$ cat config.mk
export PLATFORM = sky130hd
export DESIGN_NAME = pipeline_ctrl
export DESIGN_NICKNAME = d
export VERILOG_FILES = /design/src/rtl/pipeline_ctrl_pkg.sv /design/src/rtl/pipeline_ctrl_stall_perf_cnt.sv /design/src/rtl/pipeline_ctrl.sv
export SDC_FILE = /design/constraint.sdc
export NUM_CORES = 1
export LEC_CHECK = 0
export CORE_ASPECT_RATIO = 0.8
export CORE_MARGIN = 5
export CORE_UTILIZATION = 30
export CTS_CLUSTER_DIAMETER = 30
export DETAILED_ROUTE_END_ITERATION = 12
export DONT_BUFFER_PORTS = 1
export PLACE_DENSITY = 0.48
export RECOVER_POWER = 25
export SLEW_MARGIN = 15
export SYNTH_ARGS = -nofsm -noshare
export SYNTH_HDL_FRONTEND = slang
export SYNTH_SLANG_ARGS = --single-unit
$ cat constraint.sdc
create_clock -name clk -period 2.4 [get_ports clk]
set_input_delay 0 -clock clk [delete_from_list [all_inputs] [get_ports clk]]
set_output_delay 0 -clock clk [all_outputs]
set_load 0.005 [all_outputs]
$ cat src/rtl/pipeline_ctrl_pkg.sv
// Shared pipeline-control types: controller FSM states and PC source encodings.
// Latency: n/a (types and constants only).
// Backpressure: n/a.
package CPU_Defines;

  typedef enum logic [1:0] {
    RUN   = 2'd0,
    DIV   = 2'd1,
    REDIR = 2'd2
  } CtrlState_t;

  localparam logic [1:0] PCSEL_SEQ    = 2'd0;
  localparam logic [1:0] PCSEL_BRANCH = 2'd1;
  localparam logic [1:0] PCSEL_EXC    = 2'd2;
  localparam logic [1:0] PCSEL_EPC    = 2'd3;

  // Exception outranks ERET when both sit in MEM together.
  function automatic logic [1:0] exc_target(input logic exc_valid);
    return exc_valid ? PCSEL_EXC : PCSEL_EPC;
  endfunction

endpackage

$ cat src/rtl/pipeline_ctrl_stall_perf_cnt.sv
// Saturating 32-bit event counter with enable and synchronous clear.
// Latency: count updates on the clock edge after i_en; clear wins over enable.
// Backpressure: none; holds at all-ones once saturated.
// Ports: clk, i_clr (sync clear), i_en (count this cycle), o_count.
module stall_perf_cnt (
  input  logic        clk,
  input  logic        i_clr,
  input  logic        i_en,
  output logic [31:0] o_count
);

  logic [31:0] r_count;

  always_ff @(posedge clk) begin
    if (i_clr) begin
      r_count <= '0;
    end else if (i_en && (r_count != 32'hFFFF_FFFF)) begin
      r_count <= r_count + 32'd1;
    end
  end

  assign o_count = r_count;

endmodule

$ cat src/rtl/pipeline_ctrl.sv
// Stall/flush/redirect sequencer driving every pipeline register's write-enable and flush.
// Latency: all control outputs are combinational from state and inputs (zero cycles).
// Backpressure: ICache/DCache busy, divide and load-use stall the pipe by dropping write-enables.
// Ports: clk/rst; hazard inputs (cache busy, div, load-use, branch, exception/ERET);
//        per-stage *_Wr/*_Flush, PC_Sel, Div_Start, Ctrl_State, Stall_Cycles.
module pipeline_ctrl
  import CPU_Defines::*;
(
  input  logic        clk,
  input  logic        rst,
  input  logic        ICache_Busy,
  input  logic        DCache_Busy,
  input  logic        EX_IsDiv,
  input  logic        Div_Done,
  input  logic        ID_LoadUse,
  input  logic        EX_BranchTaken,
  input  logic        MEM_ExcValid,
  input  logic        MEM_IsEret,
  output logic        PC_Wr,
  output logic        ID_Wr,
  output logic        EX_Wr,
  output logic        MEM_Wr,
  output logic        WB_Wr,
  output logic        ID_Flush,
  output logic        EX_Flush,
  output logic        MEM_Flush,
  output logic        WB_Flush,
  output logic [1:0]  PC_Sel,
  output logic        Div_Start,
  output logic [1:0]  Ctrl_State,
  output logic [31:0] Stall_Cycles
);

  CtrlState_t r_state;
  CtrlState_t w_state_nxt;
  logic [1:0] r_redir_sel;
  logic [1:0] w_redir_nxt;
  logic       w_exc_evt;
  logic [1:0] w_exc_tgt;

  assign w_exc_evt = MEM_ExcValid | MEM_IsEret;
  assign w_exc_tgt = exc_target(MEM_ExcValid);

  always_comb begin
    PC_Wr       = 1'b1;
    ID_Wr       = 1'b1;
    EX_Wr       = 1'b1;
    MEM_Wr      = 1'b1;
    WB_Wr       = 1'b1;
    ID_Flush    = 1'b0;
    EX_Flush    = 1'b0;
    MEM_Flush   = 1'b0;
    WB_Flush    = 1'b0;
    PC_Sel      = PCSEL_SEQ;
    Div_Start   = 1'b0;
    w_state_nxt = r_state;
    w_redir_nxt = r_redir_sel;

    if (rst) begin
      PC_Wr     = 1'b0;
      ID_Wr     = 1'b0;
      EX_Wr     = 1'b0;
      MEM_Wr    = 1'b0;
      WB_Wr     = 1'b0;
      ID_Flush  = 1'b1;
      EX_Flush  = 1'b1;
      MEM_Flush = 1'b1;
      WB_Flush  = 1'b1;
    end else begin
      unique case (r_state)
        RUN: begin
          if (w_exc_evt) begin
            // The faulting instruction retires in WB with its own suppressed write.
            ID_Flush  = 1'b1;
            EX_Flush  = 1'b1;
            MEM_Flush = 1'b1;
            if (!ICache_Busy) begin
              PC_Sel = w_exc_tgt;
            end else begin
              PC_Wr       = 1'b0;
              w_redir_nxt = w_exc_tgt;
              w_state_nxt = REDIR;
            end
          end else if (DCache_Busy) begin
            // Whole pipe freezes; branch/div are re-seen once the freeze lifts.
            PC_Wr    = 1'b0;
            ID_Wr    = 1'b0;
            EX_Wr    = 1'b0;
            MEM_Wr   = 1'b0;
            WB_Flush = 1'b1;
          end else if (EX_IsDiv) begin
            Div_Start   = 1'b1;
            PC_Wr       = 1'b0;
            ID_Wr       = 1'b0;
            EX_Wr       = 1'b0;
            MEM_Flush   = 1'b1;
            w_state_nxt = DIV;
          end else if (EX_BranchTaken) begin
            // Drops the wrong-path fetch; the delay slot in ID still moves on.
            ID_Flush = 1'b1;
            if (!ICache_Busy) begin
              PC_Sel = PCSEL_BRANCH;
            end else begin
              PC_Wr       = 1'b0;
              w_redir_nxt = PCSEL_BRANCH;
              w_state_nxt = REDIR;
            end
            if (ID_LoadUse) begin
              ID_Wr    = 1'b0;
              EX_Flush = 1'b1;
            end
          end else if (ID_LoadUse) begin
            PC_Wr    = 1'b0;
            ID_Wr    = 1'b0;
            EX_Flush = 1'b1;
          end else if (ICache_Busy) begin
            PC_Wr    = 1'b0;
            ID_Flush = 1'b1;
          end
        end

        DIV: begin
          if (!Div_Done) begin
            PC_Wr     = 1'b0;
            ID_Wr     = 1'b0;
            EX_Wr     = 1'b0;
            MEM_Flush = 1'b1;
          end else begin
            // MEM captures the divide result on this edge.
            w_state_nxt = RUN;
            if (ICache_Busy) begin
              PC_Wr    = 1'b0;
              ID_Flush = 1'b1;
            end
          end
        end

        REDIR: begin
          ID_Flush = 1'b1;
          if (w_exc_evt) begin
            // A newer exception/ERET replaces the pending redirect target.
            EX_Flush    = 1'b1;
            MEM_Flush   = 1'b1;
            w_redir_nxt = w_exc_tgt;
          end else if (DCache_Busy) begin
            EX_Wr    = 1'b0;
            MEM_Wr   = 1'b0;
            WB_Flush = 1'b1;
          end
          if (ICache_Busy) begin
            PC_Wr = 1'b0;
          end else begin
            PC_Sel      = w_exc_evt ? w_exc_tgt : r_redir_sel;
            w_state_nxt = RUN;
          end
        end

        default: begin
          w_state_nxt = RUN;
        end
      endcase
    end
  end

  always_ff @(posedge clk) begin
    if (rst) begin
      r_state     <= RUN;
      r_redir_sel <= PCSEL_SEQ;
    end else begin
      r_state     <= w_state_nxt;
      r_redir_sel <= w_redir_nxt;
    end
  end

  assign Ctrl_State = r_state;

  stall_perf_cnt u_stall_cnt (
    .clk     (clk),
    .i_clr   (rst),
    .i_en    (~PC_Wr),
    .o_count (Stall_Cycles)
  );

endmodule
==> results.sh, run 1 <==
export IMPL_status="finished, final reports clean"
export IMPL_hold_start="rst"
export IMPL_cts_made_buffers=5
export IMPL_drt_pass1_iterations=4
export IMPL_finalNonFillerCells=361
export IMPL_grt_max_degree=64
export IMPL_grt_pass1_vias=1901
export IMPL_cts_root_buf="clkbuf_8"
export IMPL_antenna_found_initial=0
export IMPL_crit_type="register to register"
export IMPL_drt_wl_total_um=6140
export IMPL_grt_pass1_wl_um=9990
export IMPL_tns_ps=0
export IMPL_fillerInstances=734
export IMPL_clk_pin_slew_ps=70
export IMPL_fp_dieArea_um2=8870
export IMPL_clock_latency_ps=290
export IMPL_synth_nets=273
export IMPL_die_h_um=85.2
export IMPL_drt_iter0_drc=67
export IMPL_syn_area_um2=2120
export IMPL_antenna_left=0
export IMPL_numClockSinks=36
export IMPL_core_um2=6890
export IMPL_ys_warn_count=0
export IMPL_gp_congestion=0.779
export IMPL_slew_limit_headroom=0.604
export IMPL_crit_arrival_ps=2450
export IMPL_hold_path_class="input pin to output pin"
export IMPL_worstPathRequired_ps=2630
export IMPL_fmax_mhz=450
export IMPL_wl_per_cell_um=17.0
export IMPL_start_util=0.308
export IMPL_fin_crit_sh=0.925
export IMPL_reg2reg_slack_ps=180
export IMPL_worstSetupEndpointType="register"
export IMPL_grt_usage=0.134
export IMPL_power_density_nw_per_um2=485
export IMPL_reg2reg_from="Ctrl_State[0]"
export IMPL_drive_gt1_frac=0.117
export IMPL_synth_cells=262
export IMPL_die_w_um=104
export IMPL_std_cell_rows=27
export IMPL_clock_path_buffers=2
export IMPL_startpoint_type="register"
export IMPL_ys_seq_elements=36
export IMPL_final_cell_mix="36 x dfxtp_1, 36 x a21oi_1, 25 x o31ai_1, 24 x or4_1, 18 x nor2_1"
export IMPL_area_growth_pct=13.8
export IMPL_vias=2082
export IMPL_rsz0062_at_grt="no"
export IMPL_maxCapViolCount=0
export IMPL_hold_path_endpoint="ID_Wr"
export IMPL_place_inst=344
export IMPL_worst_slew_pin_slew_ps=594
export IMPL_cts_tree="done"
export IMPL_rr_endpoint="Ctrl_State[0]"
export IMPL_layout_min_cycle_time_ps=2220
export IMPL_via_per_inst=5.77
export IMPL_syn_avg_cell_area_um2=8.10
export IMPL_cts_max_level=2
export IMPL_cp_slowest_cell="dlygate4sd3_1"
export IMPL_num_antenna_cells=0
export IMPL_path_cells="nor3_4 -> nand3b_1 -> dlygate4sd3_1 -> a211oi_1 -> dlygate4sd3_1"
export IMPL_yosysUniqueCellTypes=45
export IMPL_layout_nets=284
export IMPL_synth_async_reset_ratio=0
export IMPL_ir_drop_uv=184
export IMPL_leakage_nw=0.713
export IMPL_yosysSeqAreaShare=0.339
export IMPL_reg2reg_depth=5
export IMPL_setup_violations=0
export IMPL_hold_depth=1
export IMPL_synth_edf_count=0
export IMPL_hpwl_um=3940
export IMPL_io_pins=56
export IMPL_cp_max_fo=7
export IMPL_ys_flop_type="dfxtp_1"
export IMPL_hold_viol=0
export IMPL_cpMostUsedCell="dlygate4sd3_1"
export IMPL_overflow=0
export IMPL_slew_viol_final=0
export IMPL_route_detailed_drc=0
export IMPL_skew_ps=6.17
export IMPL_port_buffers=0
export IMPL_slowest_delay_ps=580
export IMPL_power_total_mw=1.17
==> final cells by class <==
cell class,instances,area (um2),share of cell area
Clock buffer,8,90.1,0.0373
Inverter,8,30.0,0.0124
Multi-Input combinational cell,201,1270,0.525
Sequential cell,36,721,0.298
Tap cell,87,109,0.0451
Timing Repair Buffer,21,198,0.0818
==> critical path, delay by kind of cell, from the launching register on <==
| family | cells | cell delay (ps) |
|---|---|---|
| compound gates | 1 | 230 |
| flops | 1 | 400 |
| simple gates | 2 | 390 |
| buf+inv | 2 | 1160 |
==> what timing repair did <==
action                                  in CTS  in global routing
hold buffers                                 7                  0
setup buffers                                0                  2
gates resized for setup                      0                  0
endpoints found under the hold margin       36                  0
endpoints found under the setup margin       0                  1
==> per-stage QoR <==
step | utilization | area [um2] | hold WS, ps | setup slack [ps]
2_1_floorplan | - | 2120 | 34.9 | 514
3_3_place_gp | 0.324 | 2230 | 41.1 | 291
3_5_place_dp | 0.324 | 2230 | 43.3 | 285
4_1_cts | 0.348 | 2400 | 40.9 | 102
5_1_grt | 0.351 | 2420 | 44.2 | 20.9
6_report | 0.351 | 2420 | 38.5 | 179
==> state kept, by name, indices dropped and copies added (netlist names) <==
signal,cells
u_stall_cnt.o_count,32
Ctrl_State,2
r_redir_sel,2
==> synth_stat cells (2+ instances only) <==
cell type	n	share of area
or4_1	24	0.085
nor3_1	4	0.0094
o21ai_0	7	0.016
nand4_1	10	0.029
nand2_1	17	0.030
and3_1	3	0.0088
buf_2	8	0.019
a21oi_1	36	0.085
and4_1	3	0.012
o31ai_1	25	0.088
nor3_2	2	0.0094
a211oi_1	6	0.021
or3_1	7	0.021
nor3b_1	2	0.0071
nor2_1	18	0.032
or2_2	2	0.0059
nand3_1	10	0.024
clkbuf_1	5	0.0088
inv_1	8	0.014
and2_1	2	0.0059
buf_6	4	0.021
dfxtp_1	36	0.34
==> worst max-delay path by stage <==
stage | depth (start not counted) | end | slack (ps) | from
6_report | 5 | Ctrl_State[0] | 180 | Ctrl_State[0]
5_1_grt | 5 | Ctrl_State[0] | 20 | Ctrl_State[0]
4_1_cts | 5 | Ctrl_State[0] | 100 | Ctrl_State[0]
3_5_place_dp | 5 | u_stall_cnt.o_count[30] | 290 | Ctrl_State[0]
3_3_place_gp | 4 | u_stall_cnt.o_count[30] | 290 | Ctrl_State[0]
2_1_floorplan | 6 | u_stall_cnt.o_count[30] | 510 | Ctrl_State[0]
==> metal layers <==
metal,track usage,share of wire,wire length [um],vias up
met5,0,0,0,-
met4,0.0459,0.013,82,0
met3,0.0555,0.085,523,10
met2,0.185,0.43,2620,66
met1,0.187,0.47,2910,964
li1,-,-,-,1042
==> cells by family (layout without fill, tap and decap cells) <==
group / after synthesis / in the layout / share of synthesized area
adder cells (fa/ha/maj): 1 / 1 / 0.00589
AND/OR/NAND/NOR: 117 / 117 / 0.336
buffers and inverters: 25 / 37 / 0.0631
AO/OA/AOI/OAI: 81 / 81 / 0.245
multiplexers: 2 / 2 / 0.0100
flip-flops: 36 / 36 / 0.339
==> where the power goes <==
| group | internal (mW) | total [mW] | switching [mW] |
|---|---|---|---|
| registers | 0.606 | 0.619 | 0.0128 |
| clock network | 0.234 | 0.453 | 0.218 |
| logic | 0.0380 | 0.101 | 0.0631 |
Power figures use the tool's default switching activity.
==> run 2: changes to the inputs <==
--- a/config.mk
+++ b/config.mk
@@ -5,13 +5,15 @@
 export SDC_FILE = /design/constraint.sdc
 export NUM_CORES = 1
 export LEC_CHECK = 0
+export CAP_MARGIN = 20
 export CORE_ASPECT_RATIO = 0.8
 export CORE_MARGIN = 5
-export CORE_UTILIZATION = 30
+export CORE_UTILIZATION = 55
 export CTS_CLUSTER_DIAMETER = 30
 export DETAILED_ROUTE_END_ITERATION = 12
 export DONT_BUFFER_PORTS = 1
-export PLACE_DENSITY = 0.48
+export GPL_TIMING_DRIVEN = 1
+export PLACE_DENSITY = 0.74
 export RECOVER_POWER = 25
 export SLEW_MARGIN = 15
 export SYNTH_ARGS = -nofsm -noshare
==> run 2 against run 1 <==
  * The run now ends with hold timing left
  * Sequential share of layout area is 1.6 points higher
  * Register-to-register slack hardly changed
  * Non-clock buffer count is 9 lower
  * Clock skew is 3.5 ps lower
  * Via count is 0.67% lower
  * Clock-buffer cell count is 1 lower
  * Wire length is 15% lower
  * Critical path depth stayed put
  * Die area is 41% lower
  * Critical path type unchanged
  * Critical endpoint is now u_stall_cnt.o_count[30]
==> results.sh, run 2 (synthesis results as in run 1) <==
export IMPL_drive_gt1_frac=0.0947
export IMPL_startpoint_type="register"
export IMPL_slew_viol_final=0
export IMPL_via_per_inst=6.71
export IMPL_cts_tree="done"
export IMPL_layout_nets=275
export IMPL_grt_pass1_vias=1945
export IMPL_grt_pass1_wl_um=9090
export IMPL_fin_crit_sh=0.924
export IMPL_crit_arrival_ps=2390
export IMPL_core_um2=3750
export IMPL_p_sw_uw=284
export IMPL_switching_share=0.240
export IMPL_fillerInstances=350
export IMPL_hold_path_class="input pin to register"
export IMPL_reg2reg_slack_ps=180
export IMPL_power_total_mw=1.18
export IMPL_crit_type="register to register"
export IMPL_timing_hold_ws_ps=-3.25
export IMPL_violations="hold timing"
export IMPL_start_util=0.566
export IMPL_maxCapViolCount=0
export IMPL_die_w_um=79.5
export IMPL_clock_latency_ps=290
export IMPL_fmax_mhz=451
export IMPL_status="complete, but fails checks"
export IMPL_slew_limit_headroom=0.593
export IMPL_port_buffers=0
export IMPL_antenna_left=0
export IMPL_worstPathRequired_ps=2580
export IMPL_die_h_um=65.6
export IMPL_multi_input_area_um2=1270
export IMPL_num_antenna_cells=0
export IMPL_ir_drop_uv=239
export IMPL_drt_wl_total_um=5220
export IMPL_power_density_nw_per_um2=515
export IMPL_cts_made_buffers=5
export IMPL_antenna_found_initial=0
export IMPL_fp_dieArea_um2=5210
export IMPL_worst_slew_pin_slew_ps=595
export IMPL_setup_violations=0
export IMPL_area_growth_pct=7.96
export IMPL_drt_pass1_iterations=4
export IMPL_final_cell_mix="36 x dfxtp_1, 36 x a21oi_1, 25 x o31ai_1, 24 x or4_1, 18 x nor2_1"
export IMPL_vias=2068
export IMPL_finalNonFillerCells=308
export IMPL_tns_ps=0
export IMPL_seqPwrFrac=0.526
export IMPL_placed_area_um2=2120
export IMPL_hold_viol=1
export IMPL_place_inst=295
export IMPL_drt_iter0_drc=139
export IMPL_rsz0062_at_grt="no"
export IMPL_io_pins=56
export IMPL_final_cell_area_um2=2290
export IMPL_gp_congestion=0.815
export IMPL_wl_per_cell_um=17.0
export IMPL_cts_root_buf="clkbuf_8"
export IMPL_combPwrFrac=0.079
export IMPL_pre_cts_ws_ps=202
export IMPL_std_cell_rows=20
export IMPL_largest_reg_flops=32
export IMPL_p_int_uw=897
export IMPL_power_frac_clock=0.394
export IMPL_worstSetupEndpointType="register"
export IMPL_cts_max_level=2
export IMPL_skew_ps=2.72
export IMPL_regArea_um2=721
export IMPL_clock_path_buffers=2
export IMPL_cp_max_fo=63
export IMPL_leakage_nw=0.681
export IMPL_grt_max_degree=64
export IMPL_numClockSinks=36
export IMPL_route_detailed_drc=0
export IMPL_layout_min_cycle_time_ps=2220
export IMPL_fin_util=0.611
export IMPL_grt_usage=0.216
export IMPL_setup_slack_ps=184
export IMPL_hpwl_um=3440
export IMPL_overflow=0
export IMPL_clk_pin_slew_ps=70
-- run 2: cell types whose count changed in the layout (fill, tap and decap cells not counted) --
| cell | before | now |
|---|---|---|
| clkbuf_8 | 6 | 7 |
| buf_4 | 13 | 6 |
| clkbuf_1 | 2 | 0 |
| buf_12 | 2 | 1 |
| dlygate4sd3_1 | 6 | 5 |
| nor3_2 | 2 | 1 |
| nor3_4 | 1 | 2 |
-- run 2: power by group through the flow --
stage          Sequential (mW)  Clock (mW)  Combinational, mW
2_1_floorplan            0.629           0             0.0765
3_5_place_dp             0.635           0             0.0724
4_1_cts                  0.621       0.477             0.0931
5_1_grt                  0.623       0.496              0.106
3_3_place_gp             0.635           0             0.0709
6_report                 0.621       0.466             0.0936
-- run 2: timing repair --
action,CTS,global route
buffers inserted,0,0
hold buffers,6,0
endpoints found under the hold margin,36,0
setup endpoints to repair,0,1
gates resized for setup,0,1
-- run 2: critical path, stage by stage (launching register included) --
cell,delay (ps)
dfxtp_1,410
nor3_4,370
nor2_2,60
o31a_4,500
nor4b_2,390
mux2_2,370
-- run 2: path summary, 6_finish.rpt --
path,endpoint,cells past startpoint,start
max reg2reg,u_stall_cnt.o_count[30],5,Ctrl_State[0]
min,Ctrl_State[0],2,Div_Done
min reg2reg,u_stall_cnt.o_count[9],2,u_stall_cnt.o_count[9]
max,u_stall_cnt.o_count[30],5,Ctrl_State[0]
-- run 2: cell type report --
type / instances / area share
multi-input cells: 201 / 0.556
flip-flops and latches: 36 / 0.314
repair buffers: 12 / 0.0502
clock buffers: 7 / 0.0420
well taps: 44 / 0.0240
inverters: 8 / 0.0131
-- run 2: layer usage --
layer  GRT usage  vias up  part of all wire
met3      0.0808        9             0.087
met1       0.258      960              0.45
met5           0        -                 0
met2       0.356       67              0.45
met4      0.0708        0             0.016
li1            -     1032                 -
==> run 3: changes to the inputs <==
--- a/config.mk
+++ b/config.mk
@@ -9,6 +9,7 @@
 export CORE_ASPECT_RATIO = 0.8
 export CORE_MARGIN = 5
 export CORE_UTILIZATION = 55
+export CTS_BUF_LIST = sky130_fd_sc_hd__clkbuf_4
 export CTS_CLUSTER_DIAMETER = 30
 export DETAILED_ROUTE_END_ITERATION = 12
 export DONT_BUFFER_PORTS = 1
==> run 3 against run 2 <==
  * The flow now finishes without violations
  * Global-route usage shrank 0.052 points
  * First-iteration DRC count shrank 4.3%
  * Final cell count grew 1.3%
  * Hold slack gained 43 ps
  * Combinational power grew 5.4%
  * Sequential power is essentially flat
  * Via count grew 0.34%
  * Sequential share of layout area grew 0.26 points
  * Worst setup slack lost 77 ps
  * Largest cell class unchanged
  * Highest routed layer unchanged
==> results.sh, run 3 (synthesis results as in run 1) <==
export IMPL_die_h_um=65.6
export IMPL_hold_path_endpoint="Div_Start"
export IMPL_regArea_um2=722
export IMPL_pre_cts_ws_ps=202
export IMPL_startpoint_type="register"
export IMPL_die_w_um=79.5
export IMPL_setup_violations=0
export IMPL_fillerInstances=359
export IMPL_io_pins=56
export IMPL_layout_min_cycle_time_ps=2290
export IMPL_cts_max_level=2
export IMPL_power_density_nw_per_um2=450
export IMPL_fmax_mhz=436
export IMPL_skew_ps=7.28
export IMPL_final_cell_area_um2=2280
export IMPL_worstSetupEndpointType="register"
export IMPL_clock_latency_ps=350
export IMPL_hold_start="rst"
export IMPL_cts_made_buffers=5
export IMPL_hold_viol=0
export IMPL_hold_depth=1
export IMPL_setup_slack_ps=107
export IMPL_maxCapViolCount=0
export IMPL_via_per_inst=6.65
export IMPL_drt_iter0_drc=133
export IMPL_num_antenna_cells=0
export IMPL_multi_input_area_um2=1270
export IMPL_timing_hold_ws_ps=39.9
export IMPL_rr_endpoint="Ctrl_State[0]"
export IMPL_largest_reg_flops=32
export IMPL_vias=2075
export IMPL_grt_pass1_vias=1948
export IMPL_drive_gt1_frac=0.0970
export IMPL_numClockSinks=36
export IMPL_crit_type="register to register"
export IMPL_placed_area_um2=2120
export IMPL_crit_arrival_ps=2590
export IMPL_cp_max_fo=9
export IMPL_start_util=0.566
export IMPL_reg2reg_depth=5
export IMPL_drt_pass1_iterations=4
export IMPL_grt_pass1_wl_um=9030
export IMPL_reg2reg_from="Ctrl_State[0]"
export IMPL_cts_tree="done"
export IMPL_fin_crit_sh=0.955
export IMPL_grt_max_degree=64
export IMPL_layout_nets=279
export IMPL_antenna_found_initial=0
export IMPL_clk_pin_slew_ps=110
export IMPL_rsz0062_at_grt="yes"
export IMPL_hold_path_class="input pin to output pin"
export IMPL_reg2reg_slack_ps=110
export IMPL_leakage_nw=0.679
export IMPL_port_buffers=0
export IMPL_gp_congestion=0.815
export IMPL_core_um2=3750
export IMPL_route_detailed_drc=0
export IMPL_clock_path_buffers=2
export IMPL_wl_per_cell_um=16.8
export IMPL_finalNonFillerCells=312
export IMPL_worst_slew_pin_slew_ps=632
export IMPL_hpwl_um=3440
export IMPL_place_inst=295
export IMPL_overflow=0
export IMPL_final_common_cell="a21oi_1"
export IMPL_antenna_left=0
export IMPL_worstPathRequired_ps=2700
export IMPL_slew_limit_headroom=0.568
export IMPL_final_cell_mix="36 x a21oi_1, 35 x dfxtp_1, 25 x o31ai_1, 24 x or4_1, 18 x nor2_1"
export IMPL_area_growth_pct=7.25
export IMPL_slew_viol_final=0
export IMPL_grt_usage=0.215
export IMPL_std_cell_rows=20
export IMPL_fp_dieArea_um2=5210
export IMPL_drt_wl_total_um=5260
export IMPL_status="finished, final reports clean"
export IMPL_cts_root_buf="clkbuf_4"
export IMPL_ir_drop_uv=298
==> run 3: cell count changes in the layout (fill, tap and decap cells not counted), sizes merged <==
cell         previous run  this run
buf                     7         9
clkbuf                  7         5
clkinv                  0         2
dlygate4sd3             5         7
==> run 3: critical path: stages (launching register included) <==
cell and delay [ps]:
dfxtp_2 390, nor3_4 300, nand3b_1 160, dlygate4sd3_1 590
a211oi_1 220, dlygate4sd3_1 570
==> run 3: how the worst max path moves through the flow <==
stage | start | end | cells after the start
after floorplan | Ctrl_State[0] | u_stall_cnt.o_count[30] | 6
after global placement | u_stall_cnt.o_count[1] | u_stall_cnt.o_count[28] | 6
after detailed placement | u_stall_cnt.o_count[1] | u_stall_cnt.o_count[28] | 6
after CTS | Ctrl_State[0] | Ctrl_State[0] | 5
after global routing | Ctrl_State[0] | Ctrl_State[0] | 5
final | Ctrl_State[0] | Ctrl_State[0] | 5
==> run 3: cell type report <==
type	count	area share
multi-input cells	201	0.560
flip-flops and latches	36	0.317
inverters	8	0.0132
clock buffers	5	0.0165
well taps	44	0.0242
clock inverters	2	0.00330
repair buffers	16	0.0659
==> run 3: power breakdown <==
part           switching, mW  total [mW]  internal [mW]  leakage [nW]
Combinational         0.0604      0.0987         0.0383         0.361
Clock                  0.202       0.304          0.102        0.0261
Sequential            0.0146       0.621          0.606         0.292
Total                  0.277        1.02          0.747         0.679
==> run 3: timing repair <==
item | in CTS | in global routing
setup endpoints to repair | 0 | 3
setup buffers | 0 | 2
hold buffers | 8 | 0
hold endpoints to repair | 36 | 0
gates resized for setup | 0 | 2
==> run 3: stage by stage <==
step / setup TNS (ps) / power [mW] / utilization
after floorplan: 0 / 0.706 / -
after global placement: 0 / 0.706 / 0.565
after detailed placement: 0 / 0.707 / 0.565
after CTS: 0 / 1.03 / 0.601
after global routing: -30.4 / 1.07 / 0.607
final: 0 / 1.02 / 0.607
==> run 3: layer usage <==
| metal | global-route usage | up-vias | part of all wire |
|---|---|---|---|
| li1 | - | 1040 | - |
| met4 | 0.0794 | 0 | 0.018 |
| met2 | 0.350 | 71 | 0.44 |
| met1 | 0.258 | 954 | 0.45 |
| met3 | 0.0822 | 10 | 0.091 |
| met5 | 0 | - | 0 |
